$ cat src/rtl/afifo_ctrl_pkg.sv
// Shared definitions for the async FIFO read-side burst controller.
package afifo_ctrl_pkg;

    localparam int BURST_CNT_W = 16;

    typedef enum logic [1:0] {
        ST_IDLE = 2'd0,
        ST_REQ  = 2'd1,
        ST_XFER = 2'd2
    } state_e;

endpackage

$ cat src/rtl/afifo_rd_burst_ctrl_if.sv
// Consumer-facing port: burst request/ack negotiation plus the valid/ready beat stream.
interface afifo_rd_burst_ctrl_if #(
    parameter int RD_DATA_WIDTH = 64,
    parameter int LEN_W         = 9
);
    logic                     burst_req;
    logic [LEN_W-1:0]         burst_len;
    logic                     burst_ack;
    logic [RD_DATA_WIDTH-1:0] m_data;
    logic                     m_valid;
    logic                     m_ready;
    logic                     m_last;

    // Controller side
    modport master (
        output burst_req, burst_len, m_data, m_valid, m_last,
        input  burst_ack, m_ready
    );

    // Consumer side
    modport slave (
        input  burst_req, burst_len, m_data, m_valid, m_last,
        output burst_ack, m_ready
    );
endinterface

$ cat src/rtl/rd_skid_buf.sv
// Two-entry in-order skid buffer that absorbs the FIFO's one-cycle read latency.
// Entry 0 is always the head; a pop shifts entry 1 down.
module rd_skid_buf #(
    parameter int DATA_W = 64
) (
    input  logic              clk,
    input  logic              rst_n,
    input  logic              push,
    input  logic [DATA_W-1:0] push_data,
    input  logic              pop,
    output logic [1:0]        occ,
    output logic [DATA_W-1:0] head_data,
    output logic              head_valid
);
    logic [DATA_W-1:0] ent0_q, ent0_d;
    logic [DATA_W-1:0] ent1_q, ent1_d;
    logic [1:0]        occ_q, occ_d;
    logic              pop_ok;
    logic              push_ok;

    assign pop_ok  = pop && (occ_q != 2'd0);
    assign push_ok = push && ((occ_q != 2'd2) || pop_ok);

    // Next entry contents and occupancy for every push/pop combination
    always_comb begin
        // NOTE: every variable gets a default first so no path leaves it unassigned and infers a latch.
        ent0_d = ent0_q;
        ent1_d = ent1_q;
        occ_d  = occ_q;
        case ({push_ok, pop_ok})
            2'b10: begin
                if (occ_q == 2'd0) ent0_d = push_data;
                else               ent1_d = push_data;
                occ_d = occ_q + 2'd1;
            end
            2'b01: begin
                ent0_d = ent1_q;
                occ_d  = occ_q - 2'd1;
            end
            2'b11: begin
                if (occ_q == 2'd1) begin
                    ent0_d = push_data;
                end else begin
                    ent0_d = ent1_q;
                    ent1_d = push_data;
                end
            end
            default: ;
        endcase
    end

    // Entry and occupancy registers
    always_ff @(posedge clk or negedge rst_n) begin
        if (!rst_n) begin
            // NOTE: the data entries are reset too, because the head entry is the visible m_data and must read 0 out of reset.
            ent0_q <= '0;
            ent1_q <= '0;
            occ_q  <= 2'd0;
        end else begin
            // NOTE: non-blocking assignments so every flop samples its pre-edge value regardless of statement order.
            ent0_q <= ent0_d;
            ent1_q <= ent1_d;
            occ_q  <= occ_d;
        end
    end

    assign occ        = occ_q;
    assign head_data  = ent0_q;
    assign head_valid = (occ_q != 2'd0);
endmodule

$ cat src/rtl/afifo_rd_burst_ctrl.sv
// Read-side burst sequencer: waits for enough FIFO occupancy (or a flush),
// negotiates a burst with the consumer, then streams exactly burst_len beats.
module afifo_rd_burst_ctrl
    import afifo_ctrl_pkg::*;
#(
    parameter int RD_DEPTH_WIDTH = 8,
    parameter int RD_DATA_WIDTH  = 64,
    parameter int BURST_LEN      = 16,
    parameter int LEN_W          = 9
) (
    input  logic                     clk,
    input  logic                     rst_n,
    output logic                     fifo_rd_en,
    input  logic [RD_DATA_WIDTH-1:0] fifo_rd_data,
    input  logic                     fifo_rd_empty,
    input  logic [RD_DEPTH_WIDTH:0]  fifo_rd_water_level,
    input  logic                     flush,
    afifo_rd_burst_ctrl_if.master    bus,
    output logic                     busy,
    output logic [BURST_CNT_W-1:0]   burst_cnt
);
    localparam logic [RD_DEPTH_WIDTH:0] LVL_THRESH = (RD_DEPTH_WIDTH + 1)'(BURST_LEN);
    localparam logic [LEN_W-1:0]        LEN_FULL   = LEN_W'(BURST_LEN);

    state_e                   state_q, state_d;
    logic [LEN_W-1:0]         len_q, len_d;
    logic [LEN_W-1:0]         issued_q, issued_d;
    logic [LEN_W-1:0]         beats_q, beats_d;
    logic                     flush_pend_q, flush_pend_d;
    logic                     inflight_q, inflight_d;
    logic [BURST_CNT_W-1:0]   cnt_q, cnt_d;

    logic [1:0]               occ;
    logic [2:0]               proj_occ;
    logic                     head_valid;
    logic [RD_DATA_WIDTH-1:0] head_data;
    logic                     pop;
    logic                     last_beat;
    logic                     rd_en;

    rd_skid_buf #(.DATA_W(RD_DATA_WIDTH)) u_skid (
        .clk        (clk),
        .rst_n      (rst_n),
        .push       (inflight_q),
        .push_data  (fifo_rd_data),
        .pop        (pop),
        .occ        (occ),
        .head_data  (head_data),
        .head_valid (head_valid)
    );

    assign pop       = head_valid && bus.m_ready;
    assign last_beat = head_valid && ((beats_q + LEN_W'(1)) == len_q);
    // Skid slots that will be committed after this edge; issuing keeps it at most 2.
    assign proj_occ  = 3'(occ) + 3'(inflight_q) - 3'(pop);

    // Read issue: only while transferring, within the burst, never on empty, never past 2 outstanding
    always_comb begin
        rd_en = (state_q == ST_XFER) && (issued_q < len_q) && !fifo_rd_empty && (proj_occ < 3'd2);
    end

    // Next-state, burst length capture, issue/beat counters and flush tracking
    always_comb begin
        state_d      = state_q;
        len_d        = len_q;
        issued_d     = issued_q;
        beats_d      = beats_q;
        cnt_d        = cnt_q;
        flush_pend_d = flush_pend_q;
        inflight_d   = rd_en;
        if (rd_en) issued_d = issued_q + LEN_W'(1);
        if (pop)   beats_d  = beats_q + LEN_W'(1);
        case (state_q)
            ST_IDLE: begin
                issued_d = '0;
                beats_d  = '0;
                if (fifo_rd_water_level >= LVL_THRESH) begin
                    state_d = ST_REQ;
                    len_d   = LEN_FULL;
                end else if (flush_pend_q && (fifo_rd_water_level != '0)) begin
                    state_d = ST_REQ;
                    len_d   = LEN_W'(fifo_rd_water_level);
                end
                if (fifo_rd_empty) flush_pend_d = 1'b0;
            end
            ST_REQ: begin
                if (bus.burst_ack) state_d = ST_XFER;
            end
            ST_XFER: begin
                if (pop && last_beat) begin
                    state_d = ST_IDLE;
                    cnt_d   = cnt_q + BURST_CNT_W'(1);
                end
            end
            default: state_d = ST_IDLE;
        endcase
        // A new flush request takes priority over clearing a pending one.
        if (flush) flush_pend_d = 1'b1;
    end

    // Controller state registers
    always_ff @(posedge clk or negedge rst_n) begin
        if (!rst_n) begin
            state_q      <= ST_IDLE;
            len_q        <= '0;
            issued_q     <= '0;
            beats_q      <= '0;
            cnt_q        <= '0;
            flush_pend_q <= 1'b0;
            inflight_q   <= 1'b0;
        end else begin
            state_q      <= state_d;
            len_q        <= len_d;
            issued_q     <= issued_d;
            beats_q      <= beats_d;
            cnt_q        <= cnt_d;
            flush_pend_q <= flush_pend_d;
            inflight_q   <= inflight_d;
        end
    end

    assign fifo_rd_en    = rd_en;
    assign bus.burst_req = (state_q == ST_REQ);
    assign bus.burst_len = len_q;
    assign bus.m_data    = head_data;
    assign bus.m_valid   = head_valid;
    assign bus.m_last    = last_beat;
    assign busy          = (state_q != ST_IDLE);
    assign burst_cnt     = cnt_q;
endmodule
$ cat src/flat_wrapper.sv
// flat-port wrapper written by rule: the top's interface ports become plain ports
module afifo_rd_burst_ctrl_flat import afifo_ctrl_pkg::*;
#(
    parameter int RD_DEPTH_WIDTH = 8,
    parameter int RD_DATA_WIDTH  = 64,
    parameter int BURST_LEN      = 16,
    parameter int LEN_W          = 9
)
  (clk, rst_n, fifo_rd_en, fifo_rd_data, fifo_rd_empty, fifo_rd_water_level, flush, busy, burst_cnt, bus_burst_req, bus_burst_len, bus_m_data, bus_m_valid, bus_m_last, bus_burst_ack, bus_m_ready);
  afifo_rd_burst_ctrl_if #(.RD_DATA_WIDTH(RD_DATA_WIDTH), .LEN_W(LEN_W)) bus_i ();
  input  logic clk;
  input  logic rst_n;
  output logic fifo_rd_en;
  input  logic [RD_DATA_WIDTH-1:0] fifo_rd_data;
  input  logic fifo_rd_empty;
  input  logic [RD_DEPTH_WIDTH:0] fifo_rd_water_level;
  input  logic flush;
  output logic busy;
  output logic [BURST_CNT_W-1:0] burst_cnt;
  output wire logic [$bits(bus_i.burst_req)-1:0] bus_burst_req;
  output wire logic [$bits(bus_i.burst_len)-1:0] bus_burst_len;
  output wire logic [$bits(bus_i.m_data)-1:0] bus_m_data;
  output wire logic [$bits(bus_i.m_valid)-1:0] bus_m_valid;
  output wire logic [$bits(bus_i.m_last)-1:0] bus_m_last;
  input wire logic [$bits(bus_i.burst_ack)-1:0] bus_burst_ack;
  input wire logic [$bits(bus_i.m_ready)-1:0] bus_m_ready;
  assign bus_burst_req = bus_i.burst_req;
  assign bus_burst_len = bus_i.burst_len;
  assign bus_m_data = bus_i.m_data;
  assign bus_m_valid = bus_i.m_valid;
  assign bus_m_last = bus_i.m_last;
  assign bus_i.burst_ack = bus_burst_ack;
  assign bus_i.m_ready = bus_m_ready;
  afifo_rd_burst_ctrl #(.RD_DEPTH_WIDTH(RD_DEPTH_WIDTH), .RD_DATA_WIDTH(RD_DATA_WIDTH), .BURST_LEN(BURST_LEN), .LEN_W(LEN_W)) u_core (.clk(clk), .rst_n(rst_n), .fifo_rd_en(fifo_rd_en), .fifo_rd_data(fifo_rd_data), .fifo_rd_empty(fifo_rd_empty), .fifo_rd_water_level(fifo_rd_water_level), .flush(flush), .bus(bus_i), .busy(busy), .burst_cnt(burst_cnt));
endmodule
$ cat config.mk
export PLATFORM = sky130hd
export DESIGN_NAME = afifo_rd_burst_ctrl_flat
export DESIGN_NICKNAME = d
export VERILOG_FILES = /design/src/rtl/afifo_ctrl_pkg.sv /design/src/rtl/afifo_rd_burst_ctrl_if.sv /design/src/rtl/rd_skid_buf.sv /design/src/rtl/afifo_rd_burst_ctrl.sv /design/src/flat_wrapper.sv
export SDC_FILE = /design/constraint.sdc
export NUM_CORES = 1
export LEC_CHECK = 0
export BUFFER_PORTS_ARGS = -buffer_cell sky130_fd_sc_hd__buf_2
export CORE_ASPECT_RATIO = 1.25
export CORE_UTILIZATION = 45
export DETAILED_ROUTE_END_ITERATION = 10
export GPL_ROUTABILITY_DRIVEN = 1
export PLACE_DENSITY_LB_ADDON = 0.12
export SLEW_MARGIN = 15
export SYNTH_ARGS = -nofsm -noshare
export SYNTH_HDL_FRONTEND = slang
export SYNTH_HIERARCHICAL = 1
export SYNTH_SLANG_ARGS = --single-unit
$ cat constraint.sdc
create_clock -name clk -period 4.2 [get_ports clk]
set_clock_uncertainty 0.1 [all_clocks]
set_input_delay 0.63 -clock clk [delete_from_list [all_inputs] [get_ports clk]]
set_output_delay 0.63 -clock clk [all_outputs]
set_load 0.1 [all_outputs]
==> impl_metrics.yaml <==
timing:
  min_period_over_period_pct: 96.4
  worstMarginPinSlew_ns: 0.993
  timing.slew.headroom_pct: 33.8
  fmax_ghz: 0.247
  holdWs_ns: 0.132
  setup_viol: 0
  hold_viol_final: 0
  post-route-min-period_ns: 4.05
  fin_tns_setup_ns: 0
  slew_violations: 0
  rsz0062_at_grt: "no"
final_layout:
  nFillCells: 1701
  layout.nets: 1051
  final_area_mm2: 0.0105
  final_layout_size_suffix_gt1_share_pct: 32.1
  syn_to_final_growth_pct: 19.5
  final_cells: 1202
  register_area_mm2: 0.00443
  multi_input_area_mm2: 0.00401
clock_tree:
  cts_inserted_buffers: 17
  root_buffer: "clkbuf_16"
  ctsHtreeMaxLevel: 4
  hold_buffers: 0
  post_cts_buffers: 0
  cts_buffer_depth: 2
  cts_resized: 0
  clk_latency_ns: 0.42
  clock-sinks: 177
  tritoncts: "done"
  clkTransAtPathRegs_ns: 0.07
synth:
  yosys-top-cells-count: "177 x dfrtp_1, 79 x o21ai_0, 75 x nand3_1"
  yosysTopAreaCell: "dfrtp_1"
  synthCells: 814
  avgSynthCellArea_um2: 10.7
  synthMostInstantiatedCell: "dfrtp_1"
  synth.area.top_cells: "dfrtp_1 51%, mux2_4 10%, a31oi_1 4.6%, o21ai_0 4.5%, nand3_1 4.3%"
  synth.top_cell.area_share_pct: 50.6
  synth_edf_count: 0
  synthArstFlopShare_pct: 100
  syn-num-nets: 909
  ys_types: 55
  ys_seq_area_share_pct: 50.6
  yosys_register_bits: 177
  synth_ff_type: "dfrtp_1"
  yosys_warnings: 6
  synth_area_mm2: 0.00875
placed_design:
  post_dp_cell_area_mm2: 0.00984
  dp_hpwl_um: 13400
  place.gp.congestion: 0.820
  dp_cells: 1169
  port_buffers: 172
die:
  core_area_mm2: 0.0189
  dieWidth_um: 127
  io_pins: 173
  dieHeight_um: 158
  num_rows: 56
  start_util_pct: 46.3
  fp.dieArea_mm2: 0.0200
grt:
  grt.overflow.total: 0
  grt_max_degree: 78
  grt_pass1_vias: 6757
  antenna_found_initial: 2
  grtUsageTotal_pct: 22.5
  grt_pass1_wl_um: 35500
detailed_routing:
  firstDrtPassIters: 4
  route.detailed.drc: 0
  drt_wl_total_um: 21800
  vias_per_cell: 5.65
  detail_route.wl_per_cell_um: 18.1
  ant_nets: 0
  vias: 6792
  drt_iter0_drc: 487
job:
  maxCapViolations: 0
setup_path:
  worstPathRequired_ns: 3.47
  r2r_cells: 14
  cp_data_arrival_time_ns: 3.32
  cp_max_fo: 8
  startpoint_type: "register"
  critical_path_class: "register to primary output"
  worstSetupEndpointType: "primary output"
pwr:
  peakVddDrop_v: 0.000529
  p_comb_share_pct: 52.9
  clkPwrFrac_pct: 17.6
  p_sw_w: 0.00488
  p_seq_share_pct: 29.5
  internal_power_w: 0.00453
  p_leak_nw: 4.86
  p_per_area_mw_per_mm2: 900
  swShare_pct: 51.9
status:
  status: "complete, no violations"
worst_hold_path:
  hold_class: "input pin to async pin"
## area by class of cell
| type | instances | share of cell area [%] |
|---|---|---|
| diodes | 1 | 0.0239 |
| inverters | 24 | 0.922 |
| well taps | 232 | 2.78 |
| flip-flops and latches | 177 | 42.4 |
| clock buffers | 18 | 4.11 |
| multi-input cells | 550 | 38.4 |
| clock inverters | 14 | 1.72 |
| repair buffers | 186 | 9.68 |
## final timing paths
| path | slack, ns | endpoint | startpoint |
|---|---|---|---|
| max | 0.15 | fifo_rd_en | u_core/u_skid/occ[1]$_DFFE_PN0P_ |
| min | 0.13 | u_core/u_skid/ent1_q[49]$_DFFE_PN0P_ | rst_n |
| max reg2reg | 0.83 | u_core/issued_q[6]$_DFFE_PN0P_ | u_core/u_skid/occ[1]$_DFFE_PN0P_ |
| min reg2reg | 0.37 | u_core/burst_cnt[15]$_DFFE_PN0P_ | u_core/burst_cnt[15]$_DFFE_PN0P_ |
| max in group asynchronous | 3.05 | u_core/u_skid/head_data[2]$_DFFE_PN0P_ | rst_n |
| min in group clk | 0.28 | u_core/flush_pend_q$_DFFE_PN0P_ | flush |
## power groups by stage
stage	Combinational [W]	Clock [W]	Sequential, W
floorplan	0.00177	0	0.00514
global placement	0.00497	0	0.00279
detailed placement	0.00500	0	0.00280
CTS	0.00500	0.00169	0.00278
global route	0.00525	0.00175	0.00286
finish	0.00498	0.00166	0.00278
## stage by stage
stage	setup slack (ns)	util, %	total power, W
after floorplan	-0.0376	-	0.00691
final	0.150	55.3	0.00941
after CTS	0.130	55.2	0.00947
after global placement	0.673	52.0	0.00776
after detailed placement	0.611	52.0	0.00780
after global routing	0.0332	55.3	0.00986
## logic make-up (layout without fill, tap and decap cells)
group,count (synthesis),after routing,share of synthesized area [%]
adder cells (fa/ha/maj),16,16,2.37
XOR/XNOR,35,35,3.50
buffers and inverters,87,242,4.60
multiplexers,69,69,11.4
AO/OA/AOI/OAI,184,184,12.9
AND/OR/NAND/NOR,246,246,14.6
flip-flops,177,177,50.6
other,0,1,0
## flip-flops by register name, indices dropped and copies added (netlist names)
| name | cells |
|---|---|
| u_core/beats_q | 9 |
| u_core/burst_cnt | 16 |
| u_core/bus.burst_len | 9 |
| u_core/flush_pend_q | 1 |
| u_core/inflight_q | 1 |
| u_core/issued_q | 9 |
| u_core/state_q | 2 |
| u_core/u_skid/ent1_q | 64 |
| u_core/u_skid/head_data | 64 |
| u_core/u_skid/occ | 2 |
## worst max-delay path: stages (launching register included)
cell        delay [ns]
dfrtp_2           0.48
inv_2             0.11
ha_4              0.16
clkinvlp_4        0.18
nand2_4           0.15
inv_4             0.08
ha_4              0.21
nand2b_4          0.14
fa_2              0.54
nand3_2           0.07
a311oi_4          0.27
a21boi_4          0.31
buf_12            0.21
## cell usage in the layout (no fill, tap or decap), types with 3 or more instances in the layout
master	count
o21ai_0	79
nand2b_1	3
dfrtp_1	176
inv_6	3
nor3_1	69
inv_1	20
buf_12	3
xnor2_1	16
nor2_1	19
nor4_1	7
a2111o_1	6
nand4_1	10
buf_2	170
or3_1	3
mux2i_1	4
ha_1	13
a21o_1	3
clkinvlp_4	5
mux2_4	60
a21oi_1	15
nand3_1	74
mux2_2	5
xor2_1	18
bufinv_16	3
buf_4	12
nand2_1	35
and3_1	4
a31oi_1	65
clkbuf_16	17
## metal layers
layer	share of wire, %	global-route usage (%)	wire length (um)
met1	45	28.6	9810
met5	0.037	0	8
met4	1.3	6.97	289
met2	49	39.2	10700
met3	4.3	3.85	929
Power figures use the tool's default switching activity.
